--- src/rtl/axi_ad9963_tx_datasel.sv ---
// AD9963 transmit data selector: buffers DMA I/Q samples in a small FIFO and,
// on each interface strobe, emits one 24-bit {Q, I} word taken from the DMA
// FIFO, a constant pattern, a ramp or a PN15 sequence. Reports DMA underflow.
//
// Ports (all in the dac_clk domain):
//   dac_clk, dac_rst   clock, synchronous active-high reset
//   dac_data_sel       source select: 0 DMA, 1 constant, 2 ramp, 3 PN15
//   dac_pat_data       constant pattern {Q[11:0], I[11:0]}
//   dac_enable_i/q     lane enables; a disabled lane outputs zero
//   dma_valid/ready    DMA sample handshake into the FIFO
//   dma_data           {Q[15:0], I[15:0]}, MSB-justified (bits [15:4] used)
//   dac_valid          sample request strobe from the interface
//   dac_valid_out      output sample valid, one cycle after the strobe
//   dac_data           {Q[11:0], I[11:0]} to the interface
//   dac_dunf           one-cycle underflow pulse
//   dac_dunf_clr       clears dac_dunf_count
//   dac_dunf_count     saturating underflow count
module axi_ad9963_tx_datasel #(
  parameter int unsigned DATAPATH_DISABLE = 0,
  parameter int unsigned FIFO_ADDR_WIDTH  = 2
) (
  input  logic        dac_clk,
  input  logic        dac_rst,
  input  logic [1:0]  dac_data_sel,
  input  logic [23:0] dac_pat_data,
  input  logic        dac_enable_i,
  input  logic        dac_enable_q,
  input  logic        dma_valid,
  input  logic [31:0] dma_data,
  output logic        dma_ready,
  input  logic        dac_valid,
  output logic        dac_valid_out,
  output logic [23:0] dac_data,
  output logic        dac_dunf,
  input  logic        dac_dunf_clr,
  output logic [15:0] dac_dunf_count
);

  localparam int unsigned DEPTH     = 1 << FIFO_ADDR_WIDTH;
  localparam int unsigned CNT_W     = FIFO_ADDR_WIDTH + 1;
  localparam int unsigned LANE_W    = 12;
  localparam int unsigned LFSR_W    = 15;
  localparam logic [LFSR_W-1:0] LFSR_SEED = 15'h7FFF;

  localparam logic [1:0] SEL_DMA  = 2'd0;
  localparam logic [1:0] SEL_PAT  = 2'd1;
  localparam logic [1:0] SEL_RAMP = 2'd2;
  localparam logic [1:0] SEL_PN   = 2'd3;

  // FIFO storage and bookkeeping
  logic [31:0]                fifo_mem [DEPTH];
  logic [FIFO_ADDR_WIDTH-1:0] wr_ptr;
  logic [FIFO_ADDR_WIDTH-1:0] rd_ptr;
  logic [CNT_W-1:0]           fifo_cnt;
  logic                       fifo_full;
  logic                       fifo_empty;
  logic                       push;
  logic                       pop;
  logic                       underflow;
  logic [31:0]                fifo_rd;
  logic                       unused_rd_bits;

  // Pattern generators
  logic [1:0]        sel_d;
  logic              sel_chg;
  logic [LANE_W-1:0] ramp;
  logic [LANE_W-1:0] ramp_cur;
  logic [LANE_W-1:0] ramp_nxt;
  logic [LFSR_W-1:0] lfsr;
  logic [LFSR_W-1:0] lfsr_cur;
  logic [LFSR_W-1:0] lfsr_nxt;

  // Source mux result
  logic [LANE_W-1:0] src_i;
  logic [LANE_W-1:0] src_q;
  logic [23:0]       data_nxt;

  assign fifo_full  = (fifo_cnt == CNT_W'(DEPTH));
  assign fifo_empty = (fifo_cnt == '0);
  assign dma_ready  = !fifo_full && !dac_rst;

  assign push      = dma_valid && dma_ready;
  assign pop       = dac_valid && (dac_data_sel == SEL_DMA) && !fifo_empty;
  // The pop decision sees the FIFO before any same-cycle push lands.
  assign underflow = dac_valid && (dac_data_sel == SEL_DMA) && fifo_empty;

  assign fifo_rd        = fifo_mem[rd_ptr];
  assign unused_rd_bits = ^{fifo_rd[19:16], fifo_rd[3:0]};

  // FIFO data array; contents are don't-care until written, so no reset.
  always_ff @(posedge dac_clk) begin
    if (push) begin
      fifo_mem[wr_ptr] <= dma_data;
    end
  end

  // FIFO pointers and occupancy
  always_ff @(posedge dac_clk) begin
    if (dac_rst) begin
      wr_ptr   <= '0;
      rd_ptr   <= '0;
      fifo_cnt <= '0;
    end else begin
      if (push) begin
        wr_ptr <= wr_ptr + FIFO_ADDR_WIDTH'(1);
      end
      if (pop) begin
        rd_ptr <= rd_ptr + FIFO_ADDR_WIDTH'(1);
      end
      case ({push, pop})
        2'b10:   fifo_cnt <= fifo_cnt + CNT_W'(1);
        2'b01:   fifo_cnt <= fifo_cnt - CNT_W'(1);
        default: fifo_cnt <= fifo_cnt;
      endcase
    end
  end

  // A fresh selection of ramp/PN restarts that generator; the restart value
  // is visible to a strobe arriving in the same cycle as the change.
  assign sel_chg = (dac_data_sel != sel_d);

  always_comb begin
    ramp_cur = ramp;
    lfsr_cur = lfsr;
    if (sel_chg && (dac_data_sel == SEL_RAMP)) begin
      ramp_cur = '0;
    end
    if (sel_chg && (dac_data_sel == SEL_PN)) begin
      lfsr_cur = LFSR_SEED;
    end
  end

  // Generator advance: one step per strobe while selected.
  always_comb begin
    ramp_nxt = ramp_cur;
    lfsr_nxt = lfsr_cur;
    if (dac_valid && (dac_data_sel == SEL_RAMP)) begin
      ramp_nxt = ramp_cur + LANE_W'(1);
    end
    if (dac_valid && (dac_data_sel == SEL_PN)) begin
      // x^15 + x^14 + 1, feedback from taps 15 and 14 (bits 14 and 13)
      lfsr_nxt = {lfsr_cur[LFSR_W-2:0], lfsr_cur[14] ^ lfsr_cur[13]};
    end
  end

  always_ff @(posedge dac_clk) begin
    if (dac_rst) begin
      sel_d <= SEL_DMA;
      ramp  <= '0;
      lfsr  <= LFSR_SEED;
    end else begin
      sel_d <= dac_data_sel;
      ramp  <= ramp_nxt;
      lfsr  <= lfsr_nxt;
    end
  end

  // Source mux followed by lane enable masking
  always_comb begin
    src_i = '0;
    src_q = '0;
    case (dac_data_sel)
      SEL_DMA: begin
        src_i = fifo_rd[15:4];
        src_q = fifo_rd[31:20];
      end
      SEL_PAT: begin
        src_i = dac_pat_data[11:0];
        src_q = dac_pat_data[23:12];
      end
      SEL_RAMP: begin
        if (DATAPATH_DISABLE == 0) begin
          src_i = ramp_cur;
          src_q = ~ramp_cur;
        end
      end
      default: begin
        if (DATAPATH_DISABLE == 0) begin
          src_i = lfsr_cur[11:0];
          src_q = lfsr_cur[14:3];
        end
      end
    endcase
    data_nxt = {dac_enable_q ? src_q : LANE_W'(0),
                dac_enable_i ? src_i : LANE_W'(0)};
  end

  // Output register stage; on underflow the previous sample is repeated.
  always_ff @(posedge dac_clk) begin
    if (dac_rst) begin
      dac_valid_out <= 1'b0;
      dac_data      <= '0;
      dac_dunf      <= 1'b0;
    end else begin
      dac_valid_out <= dac_valid;
      dac_dunf      <= underflow;
      if (dac_valid && !underflow) begin
        dac_data <= data_nxt;
      end
    end
  end

  // Underflow counter; clear wins over a same-cycle increment.
  always_ff @(posedge dac_clk) begin
    if (dac_rst) begin
      dac_dunf_count <= '0;
    end else if (dac_dunf_clr) begin
      dac_dunf_count <= '0;
    end else if (underflow && (dac_dunf_count != 16'hFFFF)) begin
      dac_dunf_count <= dac_dunf_count + 16'd1;
    end
  end

endmodule

--- config.mk ---
export PLATFORM = sky130hd
export DESIGN_NAME = axi_ad9963_tx_datasel
export DESIGN_NICKNAME = d
export VERILOG_FILES = /design/src/rtl/axi_ad9963_tx_datasel.sv
export SDC_FILE = /design/constraint.sdc
export NUM_CORES = 1
export LEC_CHECK = 0
export ABC_CLOCK_PERIOD_IN_PS = 6300
export CAP_MARGIN = 20
export CORE_AREA = 2 2 164 166
export CTS_CLUSTER_SIZE = 30
export DETAILED_ROUTE_END_ITERATION = 10
export DIE_AREA = 0 0 166 168
export SETUP_SLACK_MARGIN = 0.02
export SYNTH_ARGS = -nofsm -noshare
export SYNTH_HDL_FRONTEND = slang
export SYNTH_SLANG_ARGS = --single-unit
--- constraint.sdc ---
create_clock -name dac_clk -period 6.3 [get_ports dac_clk]
set_input_delay 1.89 -clock dac_clk [delete_from_list [all_inputs] [get_ports dac_clk]]
set_output_delay 1.89 -clock dac_clk [all_outputs]
set_load 0.1 [all_outputs]
==> results.yml <==
run_status:
  status: "complete, no violations"
critical_path:
  largest_fanout_on_the_critical_path: 2
  worstRegToRegCells: 9
  critical_path_arrival_ps: 2740
  cp-start-kind: "input pin"
  timing.critical_path.required_ps: 4410
  endpoint_kind: "primary output"
  crit_path_kind: "in2out"
power_and_ir_drop:
  total_power_draw_uw: 2570
  irDropWorstVdd_mv: 0.138
  power.density_mw_per_mm2: 273
  total_leakage_power_uw: 0.00302
grt:
  globalRoute.totalOverflow: 0
  grt_antenna_before_repair: 1
  groute.usage.overall: 0.143
  wire_length_of_the_first_global_routing_pass_um: 30300
  largest_net_degree_at_the_start_of_global_routing: 53
  first_global_vias: 5240
floorplanning:
  die_h_um: 168
  dieArea_mm2: 0.0279
  chipWidth_um: 166
  coreArea_mm2: 0.0264
  start_util: 0.283
  io-pin-count: 108
  rows: 60
place:
  place.port_buffers: 99
  place.detailed.hpwl_um: 13600
  cell_count_post_placement: 1049
  place.gp.congestion: 0.819
timing:
  max_freq_mhz: 216
  final_hold_violations: 0
  period_share: 0.735
  finClkSkew_ps: 9.95
  setup_viol: 0
  fin_setup_tns_ps: 0
  slew_headroom: 0.333
  finalMaxSlewViolations: 0
  timing.final.crit_period_ps: 4630
  grt_setup_unrepaired: "no"
  worst_slew_pin_slew_ps: 997
synthesis:
  ys.flop_type: "sky130_fd_sc_hd__edfxtp_1"
  synthMostInstantiatedCell: "sky130_fd_sc_hd__edfxtp_1"
  netlist.top_cell.by_area: "sky130_fd_sc_hd__edfxtp_1"
  synth_edf_count: 96
  post_synth_inst_count: 638
  synthArstFlopShare: 0
  synthesized_area_per_cell_um2: 11.7
  ys_seq_area_frac: 0.602
  syn_nets: 710
  post_synth_most_frequent_cells: "sky130_fd_sc_hd__edfxtp_1, sky130_fd_sc_hd__dfxtp_1, sky130_fd_sc_hd__nand2_1"
  seq_cells_post_synth: 176
  synthDominantCellAreaShare: 0.387
  yosys-top-cells-area: "sky130_fd_sc_hd__edfxtp_1, sky130_fd_sc_hd__dfxtp_1, sky130_fd_sc_hd__mux2i_1"
  yosys.cell_types.count: 57
  synth.cell_area_mm2: 0.00745
  yosysWarningCount: 0
clocking:
  ctsHtreeMaxLevel: 4
  cts_tree: "done"
  cts_num_sinks: 176
  clock_insertion_delay_worst_skew_ps: 430
  cts.path.max_buffers: 2
  post_cts_hold_buffer_count: 0
  cts_root_buffer: "sky130_fd_sc_hd__clkbuf_16"
  worst_setup_hold_path_clk_slew_ps: 60
  cts-buffers-inserted: 17
  post_cts.resized_instances: 0
  post_cts.repair.setup_buffers: 0
cells_and_area:
  flow.area_growth_from_synthesis_pct: 26.2
  layoutNonFillerInstCount: 1083
  diodes: 0
  final_nets: 801
  fraction_of_final_layout_cells_sized_beyond_drive_strength_1: 0.0795
detailed_routing:
  totalWireLength_um: 19900
  met3_length_um: 1140
  via_count: 5510
  avgViaCountPerCell: 5.09
  met2_wirelength_um: 9490
  avgRoutedWirePerCell_um: 18.4
  drt-pass1-iter-count: 5
  drc: 0
  drtIter0Drc: 497
  routedLengthMet1_um: 9030
  final_antenna_net_count: 0
  topmost_layer_with_routed_signal_wires: "met4"
hold_path:
  hold-path-cell-count: 1
  hold_class: "reg2reg"
run:
  cap_violations: 0
-- cell type report --
class | instances | area (um2)
Inverter | 12 | 45.0
Multi-Input combinational cell | 407 | 2760
Sequential cell | 176 | 4490
Clock inverter | 10 | 97.6
Tap cell | 341 | 427
Clock buffer | 22 | 485
Fill cell | 2574 | 16900
Timing Repair Buffer | 115 | 1110
-- cells in the final DEF, fill, tap and decap left out, drive strengths merged, types with 8 or more instances in the layout --
cell           count
dfxtp             80
clkbuf            23
o31ai              9
a21oi             27
or3               12
clkdlybuf4s50     96
nand3             28
o22ai             29
o21ai             15
buf               18
inv               18
edfxtp            96
a32o              20
nor2              22
a211oi            11
nor2b             12
or4                8
mux2i             39
nand2             64
-- worst max-delay path: stages --
cell,delay (ps)
sky130_fd_sc_hd__clkdlybuf4s50_1,420
sky130_fd_sc_hd__a21oi_1,220
sky130_fd_sc_hd__buf_12,210
-- kinds of logic (layout without fill, tap and decap cells) --
| family | Yosys count | after routing | share of synthesized area |
|---|---|---|---|
| and+or+nand+nor | 188 | 188 | 0.129 |
| buffers and inverters | 55 | 159 | 0.0282 |
| AOI/OAI and AO/OA | 157 | 157 | 0.151 |
| muxes | 43 | 43 | 0.0630 |
| xor gates and xnor gates | 12 | 12 | 0.0141 |
| DFF | 176 | 176 | 0.602 |
| adders and majority gates | 7 | 7 | 0.0128 |
-- sequential cells by signal (all words and copies together), names as in the netlist, named ones only --
register,cells
fifo_cnt,3
sel_d,2
lfsr,15
wr_ptr,2
dac_valid_out,1
fifo_mem,96
dac_dunf,1
dac_dunf_count,16
dac_data,24
rd_ptr,2
ramp,12
-- stage by stage --
stage                util  instance area (um2)  hold slack, ps  setup slack (ps)
finish              0.357                 9410             469              1670
global route        0.357                 9410             489              1640
detailed placement  0.334                 8810             453              1660
global placement    0.334                 8810             454              1650
CTS                 0.357                 9400             469              1660
floorplan               -                 7450             458               675
-- layer usage --
layer	track usage	vias to the layer above
met5	0	-
met4	0.0514	0
met3	0.0339	18
met2	0.230	170
met1	0.188	2682
li1	-	2640
-- report_power, final --
group	switching, uW	internal (uW)
Combinational	177	92.7
Clock	441	594
Sequential	19.6	1240
Total	638	1930
-- final timing paths --
check | start | to | slack (ps)
max reg2reg | fifo_cnt[0]$_SDFFE_PP0P_ | fifo_cnt[2]$_SDFFE_PP0P_ | 3770
max | dac_rst | dma_ready | 1670
min reg2reg | dac_data[12]$_SDFFE_PP0P_ | dac_data[12]$_SDFFE_PP0P_ | 470
min | dac_data[12]$_SDFFE_PP0P_ | dac_data[12]$_SDFFE_PP0P_ | 470
Power figures use the tool's default switching activity.
